File: config.mk
export PLATFORM = sky130hd
export DESIGN_NAME = lcd_frame_capture
export DESIGN_NICKNAME = d
export VERILOG_FILES = /design/src/rtl/lcd_frame_capture.sv
export SDC_FILE = /design/constraint.sdc
export NUM_CORES = 1
export LEC_CHECK = 0
export ABC_AREA = 1
export CORE_UTILIZATION = 59
export CTS_CLUSTER_SIZE = 30
export DETAILED_ROUTE_END_ITERATION = 6
export GPL_ROUTABILITY_DRIVEN = 0
export HOLD_SLACK_MARGIN = 0.02
export PLACE_DENSITY = 0.85
export SLEW_MARGIN = 20
export SYNTH_ARGS = -nofsm -noshare
export SYNTH_HDL_FRONTEND = slang
export SYNTH_SLANG_ARGS = --single-unit
export TNS_END_PERCENT = 10
File: constraint.sdc
create_clock -name clock -period 4.35 [get_ports clock]
set_clock_uncertainty 0.2 [all_clocks]
set_input_delay 0.87 -clock clock [delete_from_list [all_inputs] [get_ports clock]]
set_output_delay 0.87 -clock clock [all_outputs]
set_load 0.1 [all_outputs]
File: src/rtl/lcd_frame_capture.sv
// Captures the 2bpp LCD pixel stream into a packed framebuffer (4 pixels/byte)
// through a small byte FIFO and a valid/ready write port, with sticky framing-error flags.
module lcd_frame_capture #(
  parameter int unsigned H_PIXELS   = 160,
  parameter int unsigned V_LINES    = 144,
  parameter int unsigned FIFO_DEPTH = 4,
  parameter int unsigned ADDR_W     = 13
) (
  input  logic              clock,
  input  logic              reset,
  input  logic              enable,
  input  logic [1:0]        pixel_data,
  input  logic              pixel_latch,
  input  logic              hsync,
  input  logic              vsync,
  output logic [ADDR_W-1:0] fb_addr,
  output logic [7:0]        fb_data,
  output logic              fb_wr,
  input  logic              fb_ready,
  output logic              frame_done,
  output logic [7:0]        frame_count,
  output logic              line_short,
  output logic              line_overflow,
  output logic              fifo_overrun,
  input  logic              clear_status
);

  localparam int unsigned BPL   = H_PIXELS / 4;
  localparam int unsigned X_W   = $clog2(H_PIXELS + 1);
  localparam int unsigned L_W   = $clog2(V_LINES + 1);
  localparam int unsigned P_W   = $clog2(FIFO_DEPTH);
  localparam int unsigned PTR_W = P_W + 1;

  typedef enum logic [1:0] {WAIT_FRAME, CAPTURE, PAD, DRAIN} state_t;

  state_t             state;
  logic               hs_q, hs_qq, vs_q, vs_qq;
  logic [X_W-1:0]     x;
  logic [L_W-1:0]     line;
  logic [ADDR_W-1:0]  base;
  logic [7:0]         pack;
  logic               pad_drain;

  logic [ADDR_W-1:0]  mem_addr [FIFO_DEPTH];
  logic [7:0]         mem_data [FIFO_DEPTH];
  logic [PTR_W-1:0]   wr_ptr, rd_ptr;

  logic               hs_rise, vs_rise, vs_fall;
  logic               fifo_empty, fifo_full, pop, has_room;
  logic               line_open, px_take, px_drop, pad_done;
  logic [X_W-1:0]     x_after, x_pad_next;
  logic [7:0]         pad_byte;
  logic               push_req, push_ok, overrun_set, short_set;
  logic [ADDR_W-1:0]  push_addr;
  logic [7:0]         push_data;

  // FIFO status and write port; a pop in the same cycle frees a slot for a push
  assign fifo_empty = (wr_ptr == rd_ptr);
  assign fifo_full  = (wr_ptr[P_W] != rd_ptr[P_W]) && (wr_ptr[P_W-1:0] == rd_ptr[P_W-1:0]);
  assign pop        = ~fifo_empty & fb_ready;
  assign has_room   = ~fifo_full | pop;
  assign fb_wr      = ~fifo_empty;
  assign fb_addr    = mem_addr[rd_ptr[P_W-1:0]];
  assign fb_data    = mem_data[rd_ptr[P_W-1:0]];

  // Pixel acceptance, padding and FIFO push selection
  always_comb begin
    hs_rise    = hs_q & ~hs_qq;
    vs_rise    = vs_q & ~vs_qq;
    vs_fall    = ~vs_q & vs_qq;
    line_open  = line < L_W'(V_LINES);
    px_take    = (state == CAPTURE) && pixel_latch && line_open && (x < X_W'(H_PIXELS));
    px_drop    = pixel_latch && ((state == PAD) ||
                 ((state == CAPTURE) && line_open && (x >= X_W'(H_PIXELS))));
    x_after    = px_take ? x + X_W'(1) : x;
    x_pad_next = (x | X_W'(3)) + X_W'(1);
    pad_done   = (x_pad_next == X_W'(H_PIXELS));
    case (x[1:0])
      2'd1:    pad_byte = {pack[1:0], 6'd0};
      2'd2:    pad_byte = {pack[3:0], 4'd0};
      2'd3:    pad_byte = {pack[5:0], 2'd0};
      default: pad_byte = 8'h00;
    endcase
    push_addr = base + ADDR_W'(x >> 2);
    push_req  = 1'b0;
    push_data = 8'h00;
    if (px_take && (x[1:0] == 2'd3)) begin
      push_req  = 1'b1;
      push_data = {pack[5:0], pixel_data};
    end else if ((state == PAD) && has_room) begin
      push_req  = 1'b1;
      push_data = pad_byte;
    end
    push_ok     = push_req & has_room;
    overrun_set = push_req & ~has_room;
    short_set   = (state == CAPTURE) && line_open &&
                  ((vs_rise && (x_after != '0) && (x_after < X_W'(H_PIXELS))) ||
                   (!vs_rise && hs_rise && (x_after != X_W'(H_PIXELS))));
  end

  // FIFO storage (no reset needed; validity is tracked by the pointers)
  always_ff @(posedge clock) begin
    if (push_ok) begin
      mem_addr[wr_ptr[P_W-1:0]] <= push_addr;
      mem_data[wr_ptr[P_W-1:0]] <= push_data;
    end
  end

  // Framing FSM, pointers and status
  always_ff @(posedge clock) begin
    if (reset) begin
      state         <= WAIT_FRAME;
      hs_q          <= 1'b0;
      hs_qq         <= 1'b0;
      vs_q          <= 1'b0;
      vs_qq         <= 1'b0;
      x             <= '0;
      line          <= '0;
      base          <= '0;
      pack          <= '0;
      pad_drain     <= 1'b0;
      wr_ptr        <= '0;
      rd_ptr        <= '0;
      frame_done    <= 1'b0;
      frame_count   <= '0;
      line_short    <= 1'b0;
      line_overflow <= 1'b0;
      fifo_overrun  <= 1'b0;
    end else begin
      hs_q  <= hsync;
      hs_qq <= hs_q;
      vs_q  <= vsync;
      vs_qq <= vs_q;
      if (push_ok) wr_ptr <= wr_ptr + PTR_W'(1);
      if (pop)     rd_ptr <= rd_ptr + PTR_W'(1);
      frame_done    <= 1'b0;
      line_short    <= short_set   | (line_short    & ~clear_status);
      line_overflow <= px_drop     | (line_overflow & ~clear_status);
      fifo_overrun  <= overrun_set | (fifo_overrun  & ~clear_status);
      case (state)
        WAIT_FRAME: begin
          x         <= '0;
          line      <= '0;
          base      <= '0;
          pack      <= '0;
          pad_drain <= 1'b0;
          if (vs_fall && enable) state <= CAPTURE;
        end
        CAPTURE: begin
          if (px_take) begin
            pack <= {pack[5:0], pixel_data};
            x    <= x_after;
          end
          if (vs_rise) begin
            if (line_open && (x_after != '0) && (x_after < X_W'(H_PIXELS))) begin
              state     <= PAD;
              pad_drain <= 1'b1;
            end else begin
              state <= DRAIN;
            end
          end else if (hs_rise && line_open) begin
            if (x_after == X_W'(H_PIXELS)) begin
              base <= base + ADDR_W'(BPL);
              line <= line + L_W'(1);
              x    <= '0;
              pack <= '0;
            end else begin
              state <= PAD;
            end
          end
        end
        PAD: begin
          if (vs_rise) pad_drain <= 1'b1;
          if (has_room) begin
            if (pad_done) begin
              base  <= base + ADDR_W'(BPL);
              line  <= line + L_W'(1);
              x     <= '0;
              pack  <= '0;
              state <= (pad_drain || vs_rise) ? DRAIN : CAPTURE;
            end else begin
              x <= x_pad_next;
            end
          end
        end
        DRAIN: begin
          if (fifo_empty) begin
            frame_done  <= 1'b1;
            frame_count <= frame_count + 8'd1;
            state       <= WAIT_FRAME;
          end
        end
        default: state <= WAIT_FRAME;
      endcase
    end
  end

endmodule
Word-level counts from Yosys, hierarchy flattened --
Memory sizes are Yosys's and may differ from the RTL's. A register that Yosys moved wholly into a read port is not among the register bits. Cells that the tools add are included.
Storage, ports and cells: input port bits 10, RAM bits 84, register bits after elaboration 62, output and inout bits 34, memories 2
Memories:
- mem_addr | words 4, bits a word 13, read ports 1, clocked after Yosys merged registers in 1, wr ports 1, line 44 | logic [ADDR_W-1:0] mem_addr [FIFO_DEPTH];
- mem_data | words 4, bits a word 8, read ports 1, clocked after Yosys merged registers in 1, wr ports 1, line 45 | logic [7:0] mem_data [FIFO_DEPTH];
Operators by class: magnitude comparators 4, mux-type cells 53, $add $sub $neg 8, reduce and logical (&&, ||, !) cells 32, equality and inequality tests 24, bitwise gates (word level) 21
Operators by type and width (number):
- $mux W8 | 20
- $pmux W8 S3 | 4
- $mux W13 | 5
- $pmux W13 S3 | 1
- $add A8 B1 Y8 const B | 4
- $lt A8 B8 Y1 const B | 3
- $mux W2 | 12
- $logic_and A1 B1 Y1 | 18
- $eq A8 B8 Y1 const B | 2
- $ne A2 B2 Y1 const B | 7
- $add A13 B6 Y13 | 1
- $add A13 B6 Y13 const B | 1
- $reduce_and A6 Y1 | 2
- $and A1 B1 Y1 | 9
- $mux W1 | 9
- $eq A2 B2 Y1 const B | 4
- $ge A8 B8 Y1 const B | 1
- $ne A8 B8 Y1 const B | 1
- $not A1 Y1 | 8
- $pmux W2 S4 | 1
- $reduce_bool A8 Y1 | 1
- $add A3 B1 Y3 const B | 2
- $ne A2 B1 Y1 const B | 3
- $eq A2 B1 Y1 const B | 2
- 15 further kinds | 21

Longest topological paths before layout --
Gate-level depths: netlist of run 1.
depth in word-level cells 11, depth in mapped cells 18, mapped depth without buffers 16

Worst setup path before layout of run 1 --
Ideal clock, no wire load.
path kind register to output, start register (tool-made name), end output port fb_addr[10], cell stages (with the launch flop) 6, data arrival time 2.344 ns, setup slack 0.936 ns, data required time 3.280 ns, buffers on the path 2, cells stage by stage dfxtp_1 > clkbuf_1 > inv_1 > clkbuf_1 > o21ai_0 > o22ai_1
RTL lines:
- end: declaration | line 16 | output logic [ADDR_W-1:0] fb_addr,

Worst setup path in the final report of run 1 --
start register wr_ptr[0], end output port fb_wr
Between the ends: longest elaborated chain between the ends 2
Ends and longest elaborated chain:
- start: declaration | line 46 | logic [PTR_W-1:0] wr_ptr, rd_ptr;
- start signal: assignment | line 134 | if (push_ok) wr_ptr <= wr_ptr + PTR_W'(1);
- $eq A3 B3 Y1 | line 58 | assign fifo_empty = (wr_ptr == rd_ptr);
- $not A1 Y1 | line 62 | assign fb_wr = ~fifo_empty;
- end: declaration | line 18 | output logic fb_wr,
Every way passes these cells.

==> impl_metrics.tcl, run 1 <==
set metrics [dict create \
    initial_core_util 0.609 \
    netlist_instances 767 \
    comb_power_share 0.411 \
    drtIter0Drc 646 \
    whs_ps 239 \
    antenna_found_initial 0 \
    fill_cells 832 \
    max_stage_delay_ps 980 \
    via_per_inst 5.87 \
    seqCellArea_mm2 0.00370 \
    numCtsBuffers 17 \
    powerDensity_mw_per_mm2 664 \
    area_delta_synth_final_pct 15.6 \
    drt-total-wl_um 15800 \
    cts.clk_slew.worst_paths_ps 60 \
    ys_seq_elements 143 \
    endpoint_kind "output pin" \
    postLayoutCoreUtil 0.703 \
    fin_crit_ps 3510 \
    post-cts-setup-buffers 0 \
    worst_pin_slew_ps 973 \
    cp-start-kind "register" \
    ff2ff_setup_slack_ps 1040 \
    drv_slew 0 \
    clkPwrFrac 0.299 \
    grt_max_degree 44 \
    portBuffers 43 \
    postRouteAntennaNets 0 \
    num_antenna_cells 0 \
    drc 6 \
    grt_pass1_vias 5551 \
    layout.nets 836 \
    dr_wl_met3_um 958 \
    crit_buf_inv 2 \
    io-pin-count 44 \
    yosysSeqAreaShare 0.528 \
    swShare 0.440 \
    clockRootBuffer "clkbuf_16" \
    num_vias 5627 \
    violations "DRC" \
    cp-startpoint "wr_ptr[0]" \
    rows 39 \
    highest_layer "met4" \
    path_depth 5 \
    wl_met2_um 8070 \
    total_power_mw 5.37 \
    cts.path.max_buffers 2 \
    syn-cell-area_mm2 0.00701 \
    drv_cap 0 \
    final_hold_viol_count 0 \
    reg2reg_from "state[1]" \
    fin_crit_sh 0.806 \
    coreArea_mm2 0.0115 \
    syn_area_per_cell_um2 9.14 \
    die_h_um 111 \
    grt_use_total 0.272 \
    rr_worst_depth 15 \
    fin_tns_setup_ps 0 \
    relSlewSlack 0.349 \
    pre_cts_ws_ps 707 \
    grt_pass1_wl_um 26300 \
    dieArea_mm2 0.0123 \
    met1_length_um 6420 \
    cpMaxStageDelayCell "clkdlybuf4s50_1" \
    path_delay_family "buffers and inverters" \
    p_leak_nw 3.03 \
    insertion_delay_ps 420 \
    rsz0062_at_grt "no" \
    cts_tree "built" \
    path_class "reg -> out" \
    crit_required_ps 3280 \
    outcome "finished, violations left" \
    syn-num-nets 800 \
    cts_max_level 4 \
    holdCritPathClass "reg -> reg" \
    peakVddDrop_mv 0.382 \
    synth.distinct_cells 41 \
    multi_input_area_mm2 0.00284 \
    hold_buffers 0 \
    wire_per_inst_um 16.5 \
    die_x_um 111 \
    dr.pass1.iters 7 \
    fin_ws_ps 842 \
    crit_end "fb_wr" \
    path_cells "xnor2_1 > nand2_1 > nor2_1 > inv_1 > clkdlybuf4s50_1" \
    p_int_mw 3.01 \
    finalSetupViolations 0 \
    power_switching_mw 2.37 \
    arrival_ps 2440 \
    regToRegEndpoint "line[1]" \
    dp_hpwl_um 9940 \
    gr-total-overflow 0 \
    drive_gt1_frac 0.125 \
    fmax_mhz 285 \
    cts_resized 0 \
    p_seq_frac 0.289 \
    cts.sinks 143 \
    yosys_warnings 0 \
    worstPathMaxFanout 6 \
]
==> cell families after synthesis <==
logic type      synth area share
buf+inv                   0.0661
fa+ha+maj                 0.0411
xor+xnor                  0.0312
flops                      0.528
simple gates               0.201
compound gates             0.132
==> area by class of cell <==
cell class | instances | share of cell area
timing repair buffer | 51 | 0.0541
clock buffer | 20 | 0.0564
multi-input combinational | 518 | 0.351
sequential | 143 | 0.457
tap | 143 | 0.0221
clock inverter | 12 | 0.0255
inverter | 72 | 0.0337
==> metrics by stage <==
step / cells / cell area (um^2)
floorplan: 767 / 7010
global placement: 927 / 7440
detailed placement: 927 / 7440
CTS: 959 / 8100
global route: 959 / 8100
finish: 959 / 8100
==> power groups by stage <==
stage	combinational [mW]	sequential, mW	clock [mW]
floorplan	1.78	1.58	0
global placement	2.12	1.58	0
detailed placement	2.18	1.58	0
CTS	2.20	1.56	1.62
global route	2.34	1.56	1.69
finish	2.21	1.56	1.61
==> synthesized netlist by cell type (all sizes together) <==
library cell	count	area, um^2
o211ai	1	7.51
nand3	38	253
ha	23	288
xor2	17	149
dfxtp	59	1180
nor2	108	437
or2	2	12.5
xnor2	8	70.1
o21ai	72	372
nand4	17	106
nor3	6	45.0
a31o	1	8.76
o22ai	27	169
edfxtp	84	2520
nor3b	2	15.0
o32ai	2	17.5
inv	72	273
a21oi	63	338
o31ai	1	7.51
and3	1	6.26
o21a	1	7.51
clkbuf	22	82.6
nand2	128	533
buf	12	108
==> per-layer routing <==
layer	vias up	track usage
met5	-	0
li1	2683	-
met1	2670	0.319
met3	35	0.0634
met4	0	0.144
met2	239	0.465
==> cell usage in the layout (no fill, tap or decap), types with 22 or more instances in the layout <==
master / n
inv_1: 70
dfxtp_1: 59
nand3_1: 30
clkdlybuf4s50_1: 22
a21oi_1: 57
o21ai_0: 70
o22ai_1: 27
ha_1: 23
nand2_1: 115
edfxtp_1: 84
nor2_1: 102
buf_4: 29
==> tightest hold or removal path, stage by stage, from the launching register on <==
cell     delay, ps
dfxtp_1        320
inv_1           50
nor2_1          30
==> worst min path at each step <==
| stage | from | end | cells after the start |
|---|---|---|---|
| after global routing | hs_q | hs_qq | 2 |
| final | hs_q | hs_qq | 2 |
| after detailed placement | hs_q | hs_qq | 2 |
| after floorplan | hs_q | hs_qq | 2 |
| after CTS | hs_q | hs_qq | 2 |
| after global placement | hs_q | hs_qq | 2 |
==> state kept, by name, summed over array words and instances, names as in the netlist, named ones only <==
| register | cells |
|---|---|
| fifo_overrun | 1 |
| frame_count | 8 |
| rd_ptr | 3 |
| state | 2 |
| mem_data | 32 |
| line_short | 1 |
| hs_qq | 1 |
| vs_q | 1 |
| frame_done | 1 |
| base | 10 |
| line | 8 |
| pad_drain | 1 |
| pack | 6 |
| hs_q | 1 |
| x | 8 |
| line_overflow | 1 |
| vs_qq | 1 |
| wr_ptr | 3 |
| mem_addr | 52 |
Note: power is estimated with default switching activity, not from simulation.
==> inputs of run 2 (changes only) <==
clock period = 3.63 ns   (was 4.35 ns; I/O delays follow)
==> run 2 against run 1 <==
Against the previous run: the flow still finishes with violations (DRC); cell count grew 0.21%; sequential share of layout area is 1.0 points lower; total power increased by 23%; sequential cell count stayed put; global-route usage about the same; combinational power up 38%; hold slack gained 17 ps; die area stayed put; via count increased by 0.80%.
==> impl_metrics.tcl, run 2 (same netlist as run 1, synthesis figures left out) <==
set metrics [dict create \
    outcome "finished, violations left" \
    violations "DRC" \
    drt-total-wl_um 15700 \
    grt_use_total 0.273 \
    grt_pass1_wl_um 26300 \
    gr-total-overflow 0 \
    p_leak_nw 3.11 \
    numCtsBuffers 17 \
    final_common_cell "nand2_1" \
    worstPathMaxFanout 42 \
    drive_gt1_frac 0.136 \
    rows 39 \
    fin_crit_ps 3250 \
    insertion_delay_ps 430 \
    placed_area_mm2 0.00771 \
    cts_resized 0 \
    post-cts-setup-buffers 0 \
    initial_core_util 0.609 \
    dp_hpwl_um 10400 \
    layout.nets 838 \
    rsz0062_at_grt "no" \
    num_vias 5672 \
    final_cell_mix "nand2_1 (115), nor2_1 (102), edfxtp_1 (84)" \
    drtIter0Drc 444 \
    arrival_ps 2320 \
    endpoint_kind "output pin" \
    powerDensity_mw_per_mm2 800 \
    drv_slew 0 \
    cp-start-kind "register" \
    antenna_found_initial 0 \
    fin_tns_setup_ps 0 \
    path_class "reg -> out" \
    crit_required_ps 2700 \
    peakVddDrop_mv 0.500 \
    die_h_um 111 \
    hold_buffers 0 \
    io-pin-count 44 \
    area_delta_synth_final_pct 18.2 \
    drv_cap 0 \
    drc 6 \
    relSlewSlack 0.353 \
    die_x_um 111 \
    via_per_inst 5.90 \
    dieArea_mm2 0.0123 \
    dr.pass1.iters 7 \
    worst_pin_slew_ps 968 \
    cts.path.max_buffers 2 \
    postRouteAntennaNets 0 \
    grt_pass1_vias 5643 \
    final_hold_viol_count 0 \
    grt_max_degree 43 \
    fmax_mhz 308 \
    clockRootBuffer "clkbuf_16" \
    num_antenna_cells 0 \
    fin_crit_sh 0.895 \
    cts_tree "built" \
    finalSetupViolations 0 \
    fin_area_mm2 0.00828 \
    holdCritPathClass "reg -> reg" \
    cts_max_level 4 \
    largest_register_ffs 52 \
    coreArea_mm2 0.0115 \
    wire_per_inst_um 16.4 \
    cts.clk_slew.worst_paths_ps 60 \
    portBuffers 43 \
    cts.sinks 143 \
]
==> run 2: cell count changes in the layout (fill, tap and decap cells not counted), sizes merged <==
cell	previous run	this run
clkbuf	20	19
buf	29	39
inv	74	73
clkinvlp	1	2
clkdlybuf4s50	22	14
bufinv	5	2
clkinv	4	8
==> run 2: worst max-delay path: stages, from the launching register on <==
cell     delay [ps]
dfxtp_1         820
inv_1           100
buf_4           290
o21ai_0         280
o22ai_1         180
buf_12          200
==> run 2: final timing paths <==
kind            start         end  slack, ps  depth (start not counted)
min reg2reg      hs_q       hs_qq        260                          2
max          register  fb_addr[3]        380                          5
max reg2reg  state[1]     base[3]        450                         15
min              hs_q       hs_qq        260                          2
==> run 2: routing by layer <==
metal  routed length [um]  vias up  GRT usage  part of all wire
met4                  503        0      0.151             0.032
met2                 7970      270      0.479              0.51
met3                 1170       53     0.0645             0.074
met1                 6090     2667      0.305              0.39
li1                     -     2682          -                 -
met5                    0        -          0                 0
==> run 2: power by group <==
group,internal (mW),switching [mW]
clock network,1.01,0.666
logic,0.912,2.13
registers,1.80,0.118
==> run 2: final cells by class <==
cell class,count,area [um^2]
multi-input cells,518,2840
inverters,72,273
repair buffers,53,708
clock inverters,13,143
well taps,143,179
flip-flops and latches,143,3700
fillers,799,3230
clock buffers,19,433
==> run 2: per-stage QoR <==
step	total power [mW]	cells	hold WS (ps)	util	worst slack (ps)
after floorplan	4.03	767	217	-	360
after global placement	4.87	929	230	0.669	456
after detailed placement	4.96	929	245	0.669	301
after CTS	6.63	961	254	0.719	361
after global routing	6.86	961	281	0.719	175
final	6.63	961	255	0.719	382
==> inputs of run 3 (changes only) <==
ABC_AREA = not set   (was 1)
PLACE_DENSITY = 0.86   (was 0.85)
==> run 3 against run 2 <==
Against the previous run: the run now ends clean; first-iteration DRC count fell by 13%; count of clock-buffer cells in the layout down 1; core utilization grew 0.79 points; sequential share of layout area rose by 2.3 points; via count is 19% lower; combinational power shrank 67%; hold slack improved by 13 ps; critical path type is now reg -> reg; highest routed layer unchanged.
==> impl_metrics.tcl, run 3 <==
set metrics [dict create \
    synth_ff_type "edfxtp_1" \
    final_common_cell "edfxtp_1" \
    syn_area_per_cell_um2 12.3 \
    fin_tns_setup_ps 0 \
    finalSetupViolations 0 \
    coreArea_mm2 0.0108 \
    dr.pass1.iters 5 \
    synth_top_area_share 0.384 \
    synth.distinct_cells 63 \
    arrival_ps 3500 \
    postLayoutCoreUtil 0.727 \
    holdCritPathClass "reg -> reg" \
    grt_use_total 0.265 \
    post-cts-setup-buffers 0 \
    fin_crit_ps 3300 \
    die_h_um 108 \
    dp_hpwl_um 8810 \
    wire_per_inst_um 18.9 \
    synthTopCellsByCount "edfxtp_1 (84), dfxtp_1 (59), nor2_1 (53)" \
    syn-cell-area_mm2 0.00657 \
    via_per_inst 6.25 \
    cp-start-kind "register" \
    hold_buffers 0 \
    whs_ps 268 \
    hold-path-cell-count 1 \
    synth_area_leaders "edfxtp_1 (38%), dfxtp_1 (18%), mux4_2 (7.2%)" \
    initial_core_util 0.606 \
    outcome "complete, no violations" \
    drtIter0Drc 388 \
    fmax_mhz 303 \
    fin_crit_sh 0.909 \
    crit_end "state[0]" \
    cts.clk_slew.worst_paths_ps 60 \
    relSlewSlack 0.358 \
    reg2reg_from "x[3]" \
    grt_pass1_vias 4581 \
    netlist_instances 534 \
    yosysSeqAreaShare 0.563 \
    yosysMostFrequentCell "edfxtp_1" \
    largest_register_ffs 52 \
    async_flop_share 0 \
    numCtsBuffers 17 \
    peakVddDrop_mv 0.381 \
    path_class "reg -> reg" \
    drv_cap 0 \
    drv_slew 0 \
    cts_tree "built" \
    rows 38 \
    p_leak_nw 2.86 \
    rr_worst_depth 8 \
    antenna_found_initial 0 \
    total_power_mw 4.60 \
    worstPathMaxFanout 12 \
    worst_pin_slew_ps 960 \
    grt_pass1_wl_um 23000 \
    powerDensity_mw_per_mm2 583 \
    final_cell_mix "edfxtp_1 (84), dfxtp_1 (59), nor2_1 (53)" \
    drive_gt1_frac 0.178 \
    rsz0062_at_grt "no" \
    hp-start "hs_q" \
    ys_seq_elements 143 \
    postRouteAntennaNets 0 \
    grt_max_degree 25 \
    io-pin-count 44 \
    cts_max_level 4 \
    drt-total-wl_um 13900 \
    yosys_warnings 0 \
    synth_top_area_cell "edfxtp_1" \
    drc 0 \
    ff2ff_setup_slack_ps 330 \
    die_x_um 108 \
    num_antenna_cells 0 \
    synth_edf_count 84 \
    clockRootBuffer "clkbuf_8" \
    dieArea_mm2 0.0116 \
    area_delta_synth_final_pct 19.9 \
    portBuffers 43 \
    layout.nets 618 \
    cts_resized 0 \
    endpoint_kind "register" \
    cts.path.max_buffers 2 \
    final_hold_viol_count 0 \
    syn-num-nets 567 \
    num_vias 4607 \
    insertion_delay_ps 530 \
    cp-startpoint "x[3]" \
    crit_required_ps 3830 \
    gr-total-overflow 0 \
    cts.sinks 143 \
    regToRegEndpoint "state[0]" \
    fill_cells 697 \
]
-- run 3: changes by cell type after synthesis, sizes merged, moves of 11 or more --
cell	change
a21oi	-41
and2	+12
inv	-60
mux4	+21
nand2	-99
nand3	-18
nand4	-11
nor2	-55
o21ai	-53
o22ai	-25
-- run 3: final cells by class --
| type | count | area [um^2] | area share |
|---|---|---|---|
| inverters | 12 | 45.0 | 0.00571 |
| flip-flops and latches | 143 | 3700 | 0.470 |
| multi-input cells | 354 | 2710 | 0.344 |
| clock buffers | 18 | 418 | 0.0530 |
| repair buffers | 57 | 641 | 0.0813 |
| well taps | 140 | 175 | 0.0222 |
| clock inverters | 13 | 188 | 0.0238 |
-- run 3: metal layers --
| layer | global-route usage | vias up | wire [um] |
|---|---|---|---|
| met3 | 0.0660 | 38 | 958 |
| met5 | 0 | - | 0 |
| met1 | 0.325 | 2255 | 5740 |
| li1 | - | 2088 | - |
| met4 | 0.126 | 0 | 362 |
| met2 | 0.437 | 226 | 6890 |
-- run 3: worst max-delay path, stage by stage (launching register included) --
cell and delay [ps]:
dfxtp_1 620, inv_1 140, ha_1 310, or3_1 370, o31ai_1 630, nand4_1 160, a41oi_1 340, nor4b_1 310
a211oi_1 100
-- run 3: worst min-delay path by stage --
stage	endpoint	slack [ps]
3_5_place_dp	hs_qq	260
6_report	hs_qq	270
2_1_floorplan	hs_qq	240
3_3_place_gp	hs_qq	250
4_1_cts	hs_qq	270
5_1_grt	hs_qq	290
-- run 3: metrics by stage --
step / area, um^2 / setup WS (ps) / std cells
after detailed placement: 7280 / 259 / 706
after CTS: 7880 / 418 / 737
after global routing: 7880 / 89.8 / 737
after global placement: 7280 / 291 / 706
after floorplan: 6570 / 636 / 534
final: 7880 / 329 / 737
-- run 3: cells by family after synthesis --
group	Yosys count	share of synthesized area
flip-flops	143	0.563
buffers and inverters	37	0.0240
adder cells (fa/ha/maj)	23	0.0438
XOR/XNOR	37	0.0493
multiplexers	31	0.0872
AND/OR/NAND/NOR	178	0.139
AO/OA/AOI/OAI	85	0.0936
-- run 3: report_power, final --
| part | switching (mW) | total [mW] | leakage (nW) | internal, mW |
|---|---|---|---|---|
| combinational | 0.668 | 1.00 | 1.28 | 0.334 |
| sequential | 0.0447 | 1.82 | 1.29 | 1.77 |
| clock | 0.663 | 1.78 | 0.289 | 1.12 |
| total | 1.38 | 4.60 | 2.86 | 3.22 |
